### config.mk
export PLATFORM = sky130hd
export DESIGN_NAME = cp0_exc_ctrl
export DESIGN_NICKNAME = d
export VERILOG_FILES = /design/src/rtl/cp0_exc_ctrl.sv
export SDC_FILE = /design/constraint.sdc
export NUM_CORES = 1
export LEC_CHECK = 0
export BUFFER_PORTS_ARGS = -buffer_cell sky130_fd_sc_hd__buf_2
export CORE_MARGIN = 2
export CORE_UTILIZATION = 46
export DETAILED_ROUTE_END_ITERATION = 10
export PLACE_DENSITY = 0.81
export SLEW_MARGIN = 20
export SYNTH_ARGS = -nofsm -noshare
export SYNTH_HDL_FRONTEND = slang
export SYNTH_SLANG_ARGS = --single-unit
export TNS_END_PERCENT = 10
### constraint.sdc
create_clock -name clk -period 4.3 [get_ports clk]
set_input_delay 0.645 -clock clk [delete_from_list [all_inputs] [get_ports clk]]
set_output_delay 0.645 -clock clk [all_outputs]
set_load 0.02 [all_outputs]
### src/rtl/cp0_exc_ctrl.sv
// CP0 exception/interrupt sequencer and single-write-port arbiter.
// Optional event counter output exc_cnt_o when CP0_EXC_STAT_EN is defined.
module cp0_exc_ctrl #(
   parameter logic [31:0] EXC_VECTOR      = 32'h0000_0020,
   parameter logic [4:0]  CP0_EPC_ADDR    = 5'd14,
   parameter logic [4:0]  CP0_CAUSE_ADDR  = 5'd13,
   parameter logic [4:0]  CP0_STATUS_ADDR = 5'd12
) (
   input  logic        clk,
   input  logic        rst,
   input  logic        inst_valid_i,
   input  logic [31:0] inst_pc_i,
   input  logic        in_delay_slot_i,
   input  logic        exc_req_i,
   input  logic [4:0]  exc_code_i,
   input  logic        eret_i,
   input  logic [31:0] status_i,
   input  logic [31:0] cause_i,
   input  logic [31:0] epc_i,
   input  logic        mtc0_we_i,
   input  logic [4:0]  mtc0_addr_i,
   input  logic [31:0] mtc0_data_i,
   output logic        cp0_we_o,
   output logic [4:0]  cp0_waddr_o,
   output logic [31:0] cp0_data_o,
   output logic        cp0_exc_wr_o,
   output logic        stall_o,
   output logic        flush_o,
   output logic [31:0] new_pc_o
`ifdef CP0_EXC_STAT_EN
   ,
   output logic [15:0] exc_cnt_o
`endif
);

   typedef enum logic [2:0] {
      IDLE,
      W_EPC,
      W_CAUSE,
      W_STATUS,
      W_ERET,
      FLUSH_X,
      FLUSH_E
   } state_t;

   state_t      state, state_n;
   logic [31:0] epc_val_q;
   logic [4:0]  code_q;
   logic        bd_q;
   logic [31:0] eret_pc_q;

   logic int_pend;
   logic take;
   logic take_exc;
   logic unused_cause_bits;

   assign int_pend = status_i[0] & ~status_i[1] & (|(cause_i[15:8] & status_i[15:8]));
   assign take     = ~rst & (state == IDLE) & inst_valid_i & (int_pend | exc_req_i | eret_i);
   assign take_exc = int_pend | exc_req_i;
   assign unused_cause_bits = ^{cause_i[31], cause_i[6:2]};

   // State and captured commit context
   always_ff @(posedge clk or posedge rst) begin
      if (rst) begin
         state     <= IDLE;
         epc_val_q <= '0;
         code_q    <= '0;
         bd_q      <= 1'b0;
         eret_pc_q <= '0;
      end else begin
         state <= state_n;
         if (take) begin
            epc_val_q <= in_delay_slot_i ? 32'(inst_pc_i - 32'd4) : inst_pc_i;
            code_q    <= int_pend ? 5'd0 : exc_code_i;
            bd_q      <= in_delay_slot_i;
         end
         if (state == W_ERET) begin
            eret_pc_q <= epc_i;
         end
      end
   end

   // Next-state and output decode
   always_comb begin
      state_n      = state;
      cp0_we_o     = 1'b0;
      cp0_waddr_o  = '0;
      cp0_data_o   = '0;
      cp0_exc_wr_o = 1'b0;
      stall_o      = 1'b0;
      flush_o      = 1'b0;
      new_pc_o     = '0;
      case (state)
         IDLE: begin
            if (!rst) begin
               cp0_we_o    = mtc0_we_i;
               cp0_waddr_o = mtc0_addr_i;
               cp0_data_o  = mtc0_data_i;
            end
            stall_o = take;
            if (take) begin
               if (take_exc) begin
                  // With EXL already set the original EPC must be preserved
                  state_n = status_i[1] ? W_CAUSE : W_EPC;
               end else begin
                  state_n = W_ERET;
               end
            end
         end
         W_EPC: begin
            cp0_we_o    = 1'b1;
            cp0_waddr_o = CP0_EPC_ADDR;
            cp0_data_o  = epc_val_q;
            stall_o     = 1'b1;
            state_n     = W_CAUSE;
         end
         W_CAUSE: begin
            cp0_we_o     = 1'b1;
            cp0_waddr_o  = CP0_CAUSE_ADDR;
            cp0_data_o   = {bd_q, cause_i[30:7], code_q, cause_i[1:0]};
            cp0_exc_wr_o = 1'b1;
            stall_o      = 1'b1;
            state_n      = W_STATUS;
         end
         W_STATUS: begin
            cp0_we_o    = 1'b1;
            cp0_waddr_o = CP0_STATUS_ADDR;
            cp0_data_o  = status_i | 32'h0000_0002;
            stall_o     = 1'b1;
            state_n     = FLUSH_X;
         end
         W_ERET: begin
            cp0_we_o    = 1'b1;
            cp0_waddr_o = CP0_STATUS_ADDR;
            cp0_data_o  = status_i & ~32'h0000_0002;
            stall_o     = 1'b1;
            state_n     = FLUSH_E;
         end
         FLUSH_X: begin
            flush_o  = 1'b1;
            new_pc_o = EXC_VECTOR;
            state_n  = IDLE;
         end
         FLUSH_E: begin
            flush_o  = 1'b1;
            new_pc_o = eret_pc_q;
            state_n  = IDLE;
         end
         default: begin
            state_n = IDLE;
         end
      endcase
   end

`ifdef CP0_EXC_STAT_EN
   // Saturating count of exception/interrupt redirects
   always_ff @(posedge clk or posedge rst) begin
      if (rst) begin
         exc_cnt_o <= '0;
      end else if (state == FLUSH_X && exc_cnt_o != 16'hFFFF) begin
         exc_cnt_o <= exc_cnt_o + 16'd1;
      end
   end
`endif

endmodule

==> flow_summary.json <==
{
  "outcome": "complete, no violations",
  "path_max_fanout": 44,
  "drt_iter0_drc": 451,
  "cts_setup_buffers": 0,
  "area_growth_syn_to_layout_pct": 30.5,
  "cp_slowest_cell": "nor3_2",
  "slew_violations": 0,
  "synth.distinct_cells": 42,
  "startpoint_type": "register",
  "path_cells": "nor3_2 > buf_4 > a22o_1 > a21oi_1 > o21ai_0 > buf_2",
  "crit_type": "reg -> out",
  "tritoncts": "yes",
  "ys_ff_latch": 73,
  "total_power_mw": 4.14,
  "fp.coreArea_mm2": 0.0103,
  "pwr-share-comb": 0.550,
  "synth-async-reset-ratio": 1.00,
  "vias_per_cell": 5.66,
  "powerDensity_mw_per_mm2": 651,
  "die_area_mm2": 0.0114,
  "antenna_left": 0,
  "setup_tns_ps": 0,
  "ctsResizeCount": 0,
  "fin_crit_ps": 3700,
  "clkTransAtPathRegs_ps": 90,
  "synth_edf_count": 0,
  "grt_first_pass_wirelength_mm": 26.2,
  "drive_gt1_frac": 0.456,
  "routed-via-count": 5125,
  "p_int_mw": 2.25,
  "postSynthAreaPerCell_um2": 8.95,
  "dieHeight_um": 107,
  "first_pass_iters": 7,
  "numCtsBuffers": 9,
  "cp-startpoint": "state[1]",
  "power.leakage_nw": 3.04,
  "r2r-start": "state[1]",
  "final_cell_mix": "243 x buf_2, 71 x dfrtp_1, 67 x mux2_2, 66 x a21oi_1, 48 x nor2_1",
  "slew_headroom": 0.323,
  "hpwl_mm": 12.3,
  "antenna_found_initial": 0,
  "post_cts_hold_buffer_count": 0,
  "irDropWorstVdd_uv": 403,
  "yosysSeqAreaShare": 0.374,
  "switching_power_mw": 1.89,
  "p_seq_frac": 0.332,
  "r2r_end": "epc_val_q[1]",
  "syn-num-nets": 723,
  "rsz0062_at_grt": "false",
  "gp_congestion": 0.898,
  "clockBufferDepth": 2,
  "initial_core_util": 0.473,
  "synth-main-ff-cell": "dfrtp_1",
  "grt_pass1_vias": 5118,
  "overflow": 0,
  "reg2reg_depth": 5,
  "nNetsFinal": 943,
  "grt_max_degree": 77,
  "final.setup_skew_ps": 16.7,
  "r2r_slack_ps": 1450,
  "finalSetupViolCount": 0,
  "io_pins": 250,
  "grt_usage": 0.290,
  "netlist_area_mm2": 0.00488,
  "timing.final.crit_share": 0.860,
  "netlist_instances": 545,
  "htree_levels": 3,
  "drc_errors": 0,
  "clk_latency_ps": 350,
  "cp-endpoint": "cp0_data_o[6]",
  "cts_num_sinks": 73,
  "max_stage_delay_ps": 790,
  "swShare": 0.457,
  "hp-class": "in -> async",
  "critPathCaptureType": "output port",
  "cap_violations": 0,
  "num_antenna_cells": 0,
  "yosysWarnings": 0,
  "hold_viol_final": 0,
  "arrival_ps": 3050,
  "p_clk_frac": 0.118,
  "cts-root-buf": "clkbuf_8",
  "die_x_um": 107,
  "fmax_ghz": 0.270,
  "numPortBuffers": 243,
  "worst_pin_slew_ps": 1020,
  "final_common_cell": "buf_2",
  "routed_wl_mm": 16.5,
  "avgRoutedWirePerCell_um": 18.3,
  "worstPathRequired_ps": 3650,
  "fp-row-count": 37
}
worst max-delay path, delay by kind of cell, from the launching register on:
family                 cells  cell delay (ps)
DFF                        1              780
AOI/OAI and AO/OA          3              480
buffers and inverters      2              650
and+or+nand+nor            1              790
stage by stage:
step	worst slack [ps]	cells	area (um^2)	hold WS (ps)	util
6_report	601	906	6370	431	0.617
3_5_place_dp	1010	890	6190	485	0.600
3_3_place_gp	1010	890	6190	481	0.600
5_1_grt	510	906	6370	467	0.617
2_1_floorplan	47.2	545	4880	471	-
4_1_cts	634	906	6360	439	0.616
worst min path at each step:
stage | startpoint | end | slack (ps) | cells past startpoint
2_1_floorplan | eret_pc_q[0] | eret_pc_q[0] | 470 | 1
3_3_place_gp | eret_pc_q[6] | eret_pc_q[6] | 480 | 1
3_5_place_dp | eret_pc_q[16] | eret_pc_q[16] | 480 | 1
4_1_cts | rst | epc_val_q[3] | 440 | 3
5_1_grt | rst | eret_pc_q[23] | 470 | 3
6_report | rst | eret_pc_q[25] | 430 | 3
cells in the mapped netlist, types with 4 or more instances:
master	number	area [um^2]
mux2_2	67	754
xnor2_1	21	184
nand2b_1	6	37.5
or4_1	5	37.5
o21ai_0	36	180
and3_1	32	200
xor2_1	6	52.6
a21oi_1	66	330
buf_2	5	25.0
nor2_1	48	180
clkbuf_1	33	124
nand3_1	7	35.0
buf_1	4	15.0
dfrtp_1	73	1830
a22oi_1	4	30.0
nor3_1	12	60.1
nand2_1	42	158
a22o_1	31	272
or3_1	4	25.0
inv_1	9	33.8
registers in the layout (all words and copies together), names as in the netlist:
name and cells:
epc_val_q 32, eret_pc_q 32, code_q 5, state 3
bd_q 1
routing by layer:
layer / share of wire / up-vias / track usage
met5: 0 / - / 0
met4: 0.022 / 0 / 0.0937
met3: 0.059 / 29 / 0.0419
met2: 0.49 / 215 / 0.474
met1: 0.43 / 2473 / 0.398
li1: - / 2408 / -
power by group through the flow:
stage                     logic (mW)  registers (mW)  clock network (mW)
after floorplan                 1.74            1.15                   0
after global placement          2.21            1.36                   0
after detailed placement        2.26            1.38                   0
after CTS                       2.27            1.36               0.494
after global routing            2.49            1.43               0.530
final                           2.28            1.38               0.488
cell type report:
class,count,area [um^2]
Inverter,9,35.0
Tap cell,136,170
Sequential cell,73,1830
Clock buffer,10,128
Timing Repair Buffer,251,1280
Multi-Input combinational cell,421,2880
Fill cell,908,3960
Clock inverter,6,43.8
cells by family after synthesis:
logic type | synth area share
buffers and inverters | 0.0405
multiplexers | 0.155
XOR/XNOR | 0.0485
flip-flops | 0.374
AND/OR/NAND/NOR | 0.195
AO/OA/AOI/OAI | 0.182
adder cells (fa/ha/maj) | 0.00462
(Power assumes the default switching activity.)
